**src/rtl/swap_exec.sv**
```systemverilog
// swap_exec: storage-side executor for the three-step memory-swap protocol
// Ports: clk, reset_n (async, active-low); w/sel step stream with addr_a/addr_b
// operands; load_en/load_addr/load_data host write; rd_addr -> rd_data (1-cycle);
// busy, done (1-cycle pulse), seq_err (sticky) with clr_err.
// Build option: define SWAP_SEQ_CHECK_EN for the step tracker and sequence checking.
module swap_exec #(
  parameter int WIDTH = 8,
  parameter int DEPTH = 4,
  localparam int AW = $clog2(DEPTH)
) (
  input  logic             clk,
  input  logic             reset_n,
  input  logic             w,
  input  logic [1:0]       sel,
  input  logic [AW-1:0]    addr_a,
  input  logic [AW-1:0]    addr_b,
  input  logic             load_en,
  input  logic [AW-1:0]    load_addr,
  input  logic [WIDTH-1:0] load_data,
  input  logic [AW-1:0]    rd_addr,
  output logic [WIDTH-1:0] rd_data,
  output logic             busy,
  output logic             done,
  output logic             seq_err,
  input  logic             clr_err
);
  logic [WIDTH-1:0] mem_q [DEPTH];
  logic [WIDTH-1:0] temp_q, rd_q, wd;
  logic [AW-1:0] a_q, b_q, wa;
  logic busy_q, done_q, save, copy, rest, we, ld_ok, busy_d;
`ifdef SWAP_SEQ_CHECK_EN
  typedef enum logic [1:0] {IDLE, SAVED, COPIED} st_t;
  st_t st_q, st_d;
  logic err_q, bad;
  always_ff @(posedge clk or negedge reset_n)
    if (!reset_n) st_q <= IDLE;
    else st_q <= st_d;
  // any step other than the expected one, or a stalled sequence, aborts to IDLE
  always_comb begin
    save = w && sel == 2'd1 && st_q == IDLE;
    copy = w && sel == 2'd2 && st_q == SAVED;
    rest = w && sel == 2'd3 && st_q == COPIED;
    bad = w ? !(save || copy || rest) : st_q != IDLE;
    st_d = save ? SAVED : copy ? COPIED : IDLE;
    busy_d = st_d != IDLE;
    ld_ok = load_en && !w && st_q == IDLE;
  end
  always_ff @(posedge clk or negedge reset_n)
    if (!reset_n) err_q <= 1'b0;
    else err_q <= bad || (err_q && !clr_err);
  assign seq_err = err_q;
`else
  logic unused_clr;
  always_comb begin
    save = w && sel == 2'd1;
    copy = w && sel == 2'd2;
    rest = w && sel == 2'd3;
    busy_d = w && sel != 2'd3;
    ld_ok = load_en && !w;
  end
  assign seq_err = 1'b0;
  assign unused_clr = clr_err;
`endif
  // single bank write port: copy/restore need w=1, host load needs w=0
  always_comb begin
    we = copy || rest || ld_ok;
    wa = copy ? a_q : rest ? b_q : load_addr;
    wd = copy ? mem_q[b_q] : rest ? temp_q : load_data;
  end
  always_ff @(posedge clk or negedge reset_n)
    if (!reset_n) begin
      for (int i = 0; i < DEPTH; i++) mem_q[i] <= '0;
      temp_q <= '0;
      a_q <= '0;
      b_q <= '0;
      rd_q <= '0;
      busy_q <= 1'b0;
      done_q <= 1'b0;
    end else begin
      if (we) mem_q[wa] <= wd;
      if (save) begin
        temp_q <= mem_q[addr_a];
        a_q <= addr_a;
        b_q <= addr_b;
      end
      rd_q <= mem_q[rd_addr];
      busy_q <= busy_d;
      done_q <= rest;
    end
  assign rd_data = rd_q;
  assign busy = busy_q;
  assign done = done_q;
endmodule

```
**config.mk**
```make
export PLATFORM = sky130hd
export DESIGN_NAME = swap_exec
export DESIGN_NICKNAME = d
export VERILOG_FILES = /design/src/rtl/swap_exec.sv
export SDC_FILE = /design/constraint.sdc
export NUM_CORES = 1
export LEC_CHECK = 0
export ABC_AREA = 1
export BUFFER_PORTS_ARGS = -buffer_cell sky130_fd_sc_hd__buf_2
export CAP_MARGIN = 15
export CORE_MARGIN = 1
export CORE_UTILIZATION = 40
export CTS_CLUSTER_DIAMETER = 120
export DETAILED_ROUTE_END_ITERATION = 12
export PLACE_DENSITY = 0.58
export SLEW_MARGIN = 20
export SYNTH_ARGS = -nofsm -noshare
export SYNTH_HDL_FRONTEND = slang
export SYNTH_SLANG_ARGS = --single-unit
```
**constraint.sdc**
```tcl
create_clock -name clk -period 1.5 [get_ports clk]
set_input_delay 0.075 -clock clk [delete_from_list [all_inputs] [get_ports clk]]
set_output_delay 0.075 -clock clk [all_outputs]
set_load 0.005 [all_outputs]
```
# Yosys cells after proc, flatten, opt, wreduce, memory -nomap -nowiden
# Cells that the tools add are included.
[word_totals]
register_bits = 54
out_inout_bits = 11
[op_classes]
n_lt_le_gt_ge = 5
muxes = 16
reduce_logical = 9
eq_ne = 4
n_bitwise = 4
[op_table]
columns = ["cell", "n"]
rows = [
  ["8-bit 2-to-1 mux", 9],
  ["8-bit binary-select mux with 2-bit select", 3],
  ["32-bit bitwise mux", 1],
  ["8-bit demux with 2-bit select", 1],
  ["3-bit greater-or-equal comparator (second input constant)", 4],
  ["2-bit NOT with 3-bit output", 4],
  ["1-bit logical AND", 6],
  ["2-bit equality test (second input constant)", 2],
  ["2-bit 2-to-1 mux", 2],
  ["3-bit by 1-bit less-than comparator with 1-bit output (second input constant)", 1],
  ["2-bit by 1-bit equality test with 1-bit output (second input constant)", 1],
  ["1-bit logical OR", 2],
  ["2-bit != test (second input constant)", 1],
  ["1-bit zero test", 1],
]

# Depth between registers and ports, before layout
[logic_depth]
depth_word = 10
ltp_mapped = 10

# Worst setup path after synthesis
# Ideal clock, no wire load.
[synth_timing]
path_kind = "reg2reg"
startpoint = "register b_q[1]"
endpoint = "register mem_q[26] (netlist name)"
n_path_buf = 2
t_required_ns = 1.383
synth_period_minus_slack_ns = 1.305
stages_incl_launch_ff = 8
setup_ns = 0.117
arrival_ns = 1.188
path_slack_ns = 0.195
cell_sequence = "dfrtp_1 > clkbuf_1 > clkbuf_1 > nand3_1 > nand3_1 > nand2_1 > nand2_1 > nand2_1"
[synth_between]
elab_chain_cells = 8
[synth_rtl]
columns = ["item", "line_no", "text"]
rows = [
  ["start: declaration", "29", "logic [AW-1:0] a_q, b_q, wa;"],
  ["start signal: assignment", "84", "b_q <= addr_b;"],
  ["2-bit 2-to-1 mux (2 in series)", "67", "wa = copy ? a_q : rest ? b_q : load_addr;"],
  ["2-bit NOT with 3-bit output (implied by the code)", "80", "if (we) mem_q[wa] <= wd;"],
  ["3-bit greater-or-equal comparator (implied by the code) or 3-bit by 1-bit less-than comparator with 1-bit output (tied branches)", "80", ""],
  ["1-bit logical AND (implied by the code)", "80", ""],
  ["8-bit 2-to-1 mux (implied by the code)", "80", ""],
  ["8-bit demux with 2-bit select", "80", ""],
  ["32-bit bitwise mux *", "80", ""],
  ["end signal: indexed assignment", "80", ""],
  ["end: declaration", "27", "logic [WIDTH-1:0] mem_q [DEPTH];"],
]
# Every way passes the cells marked *; elsewhere a longest branch is shown, timed or not. The select of a mux whose other input is x is not followed.
# A chain may end at the register's enable or synchronous reset.

# Final worst setup path
[layout_timing]
startpoint = "register b_q[1]"
endpoint = "register mem_q[22] (netlist name)"
# The elaborated chain is that of the path after synthesis.

==> run metrics <==
r2r setup slk=120 ps; fin cells=570; dpl hpwl=5786 um; Antenna Diode Count=0; r2r startpoint=b_q[1]$_DFFE_PN0P_; final WL=8468 um; Post-Syn Instances=430; measured slew at the worst slew-check pin=642.0 ps; Final Cycle Share=0.9203; IO buf count=31; maximum clock path buffer count=2; Area contributors post-synth=dfrtp_1, nand2_1, o21ai_0, a21oi_1, inv_1; drt via density=4.996; placement row count=31; htree depth=2; routability cong.=0.8131; CP Max Fanout=8; Netlist Area Pre-Place=0.003013 mm2; I/O Pins=34; Data arrival, critical path=1580 ps; Yosys reg bits=54; Cells after DPL=560; Starting Density=0.4154; max-slew violations=0; core area=0.007253 mm2; fraction of layout cells with a size suffix above 1=0.1592; crit start category=register; post-layout min period=1380 ps; vias in the first global route=2776; dominant cell type by area after synthesis=dfrtp_1; Routed Antenna Nets=0; warnings from Yosys=0; CP Launch Point=b_q[1]$_DFFE_PN0P_; Area after DPL=0.003353 mm2; clock share of power=0.192; Most common cell on crit path=nand2_1; Max IR drop VDD=0.5485 mV; status=finished, final reports clean; CTS tree=built; hold_sp=sel[1]; total CTS buffers=5; worst skew pair latency=310 ps; area share of the largest cell type after synthesis=0.4485; Final Hold Viols=0; die width=88.79 um; cell internal pwr=2.586 mW; sequential fraction of the synthesis area=0.4485; Power Density=1168 mW/mm2; switch share=0.3610; combinational power share=0.293; Setup Slack @ Placement=85.39 ps; CP endpoint kind=register; drt drc=0; FMAX=724.4 MHz; setup TNS=0 ps; Clk pin slew, worst setup/hold paths=90 ps; kind of critical path=register to register; max_slew headroom=0.5715; Layout Nets=494; clk sinks=54; largest net degree at the start of global routing=35; Sw Pwr=1.461 mW; Hold Path Class=primary input to register; die area=0.007884 mm2; via count=2848; slowest stage delay, CP=390 ps; endpoints failing setup=0; Pleak=1.820 nW; drt wl/cell=14.86 um; Worst EP required=1700 ps; initial antenna violation count=0; Final Power=4.047 mW; Area growth, synth to finish=15.03%; Yosys cell types=24; first-pass GRT wire length=13800 um; Slowest cell on crit path=dfrtp_1; CTS root buf=clkbuf_8; Avg Inst Size Synth=7.007 um2; synthesized net count=453; commonest non-fill, non-tap cell in the layout=nand2_1; Final Hold Slack=18.01 ps; first drt pass iteration count=4; most frequent cells in the layout=nand2_1, dfrtp_1, o21ai_0; Reg power frac=0.515; cell area after layout=0.003466 mm2; RSZ-0062 raised after global routing=true; die height=88.79 um; crit path cell chain=nand4_1 > nand2_1 > nor2_1 > nand3_2 > nand2_1 > nand2_1; Util after Layout=0.4778; All-Layer GR Usage=0.2409; DRT iter0 DRCs=176; Max Cap Viol=0; final setup skew=10.64 ps; final worst slack=119.6 ps; grt total ovfl=0
-- path summary, 6_finish.rpt --
kind                                          to  depth (start not counted)
min reg2reg                temp_q[2]$_DFFE_PN0P_                          2
max reg2reg                mem_q[22]$_DFFE_PN0P_                          6
min in group asynchronous   mem_q[1]$_DFFE_PN0P_                          2
max                        mem_q[22]$_DFFE_PN0P_                          6
min                               busy$_DFF_PN0_                          2
max in group asynchronous   rd_data[2]$_DFF_PN0_                          3
-- flip-flops by register name, summed over array words and instances, names as in the netlist --
register  count
b_q           2
rd_data       8
mem_q        32
a_q           2
temp_q        8
busy          1
done          1
-- metal layers --
layer  up-vias  GRT usage  part of all wire
met1      1335     0.3018              0.44
met4         0    0.08065             0.017
met3        11    0.02799             0.040
li1       1449          -                 -
met2        53     0.4301              0.50
met5         -          0                 0
-- repair_timing --
item                                    CTS  global route
endpoints found under the setup margin    0            26
hold endpoints to repair                 22             0
resized for setup                         0             3
hold buffers                              3             0
buffers inserted                          0             0
-- cell families (layout without fill, tap and decap cells) --
| family | Yosys count | in the layout | synth area share |
|---|---|---|---|
| flops | 54 | 54 | 0.4485 |
| other cells | 1 | 1 | 0.001245 |
| buf+inv | 47 | 88 | 0.06104 |
| compound gates | 80 | 80 | 0.1366 |
| simple gates | 248 | 248 | 0.3526 |
-- power by group through the flow --
stage	clock, mW	sequential, mW	combinational (mW)
after floorplan	0	2.03	0.822
after global placement	0	2.09	1.16
after detailed placement	0	2.10	1.18
after CTS	0.807	2.08	1.19
after global routing	0.859	2.14	1.38
final	0.779	2.08	1.19
-- cell type report --
cell class / instances / area, um2
clock buffers: 7 / 76.32
fillers: 763 / 3787
inverters: 32 / 120.1
multi-input cells: 329 / 1483
flip-flops and latches: 54 / 1353
well taps: 99 / 123.9
repair buffers: 49 / 310.3
-- cell usage after synthesis --
cell type    n
nand3_1     12
nand4_2      1
buf_4        1
clkbuf_1    10
o21ai_0     47
nor2_2       1
a22oi_1      3
a21oi_1     26
nor2_1      23
buf_1        1
conb_1       1
inv_1       28
o21ai_1      1
nand4_1      2
buf_2        3
clkinv_1     1
nand2_4      1
inv_2        3
nand3_2      6
o22ai_1      3
nand2_2      4
dfrtp_1     54
nor2_4       6
nand2_1    192
-- worst max-delay path, delay by kind of cell, from the launching register on --
family | cells | cell delay, ps
DFF | 1 | 390
and+or+nand+nor | 6 | 880
Power figures use the tool's default switching activity.
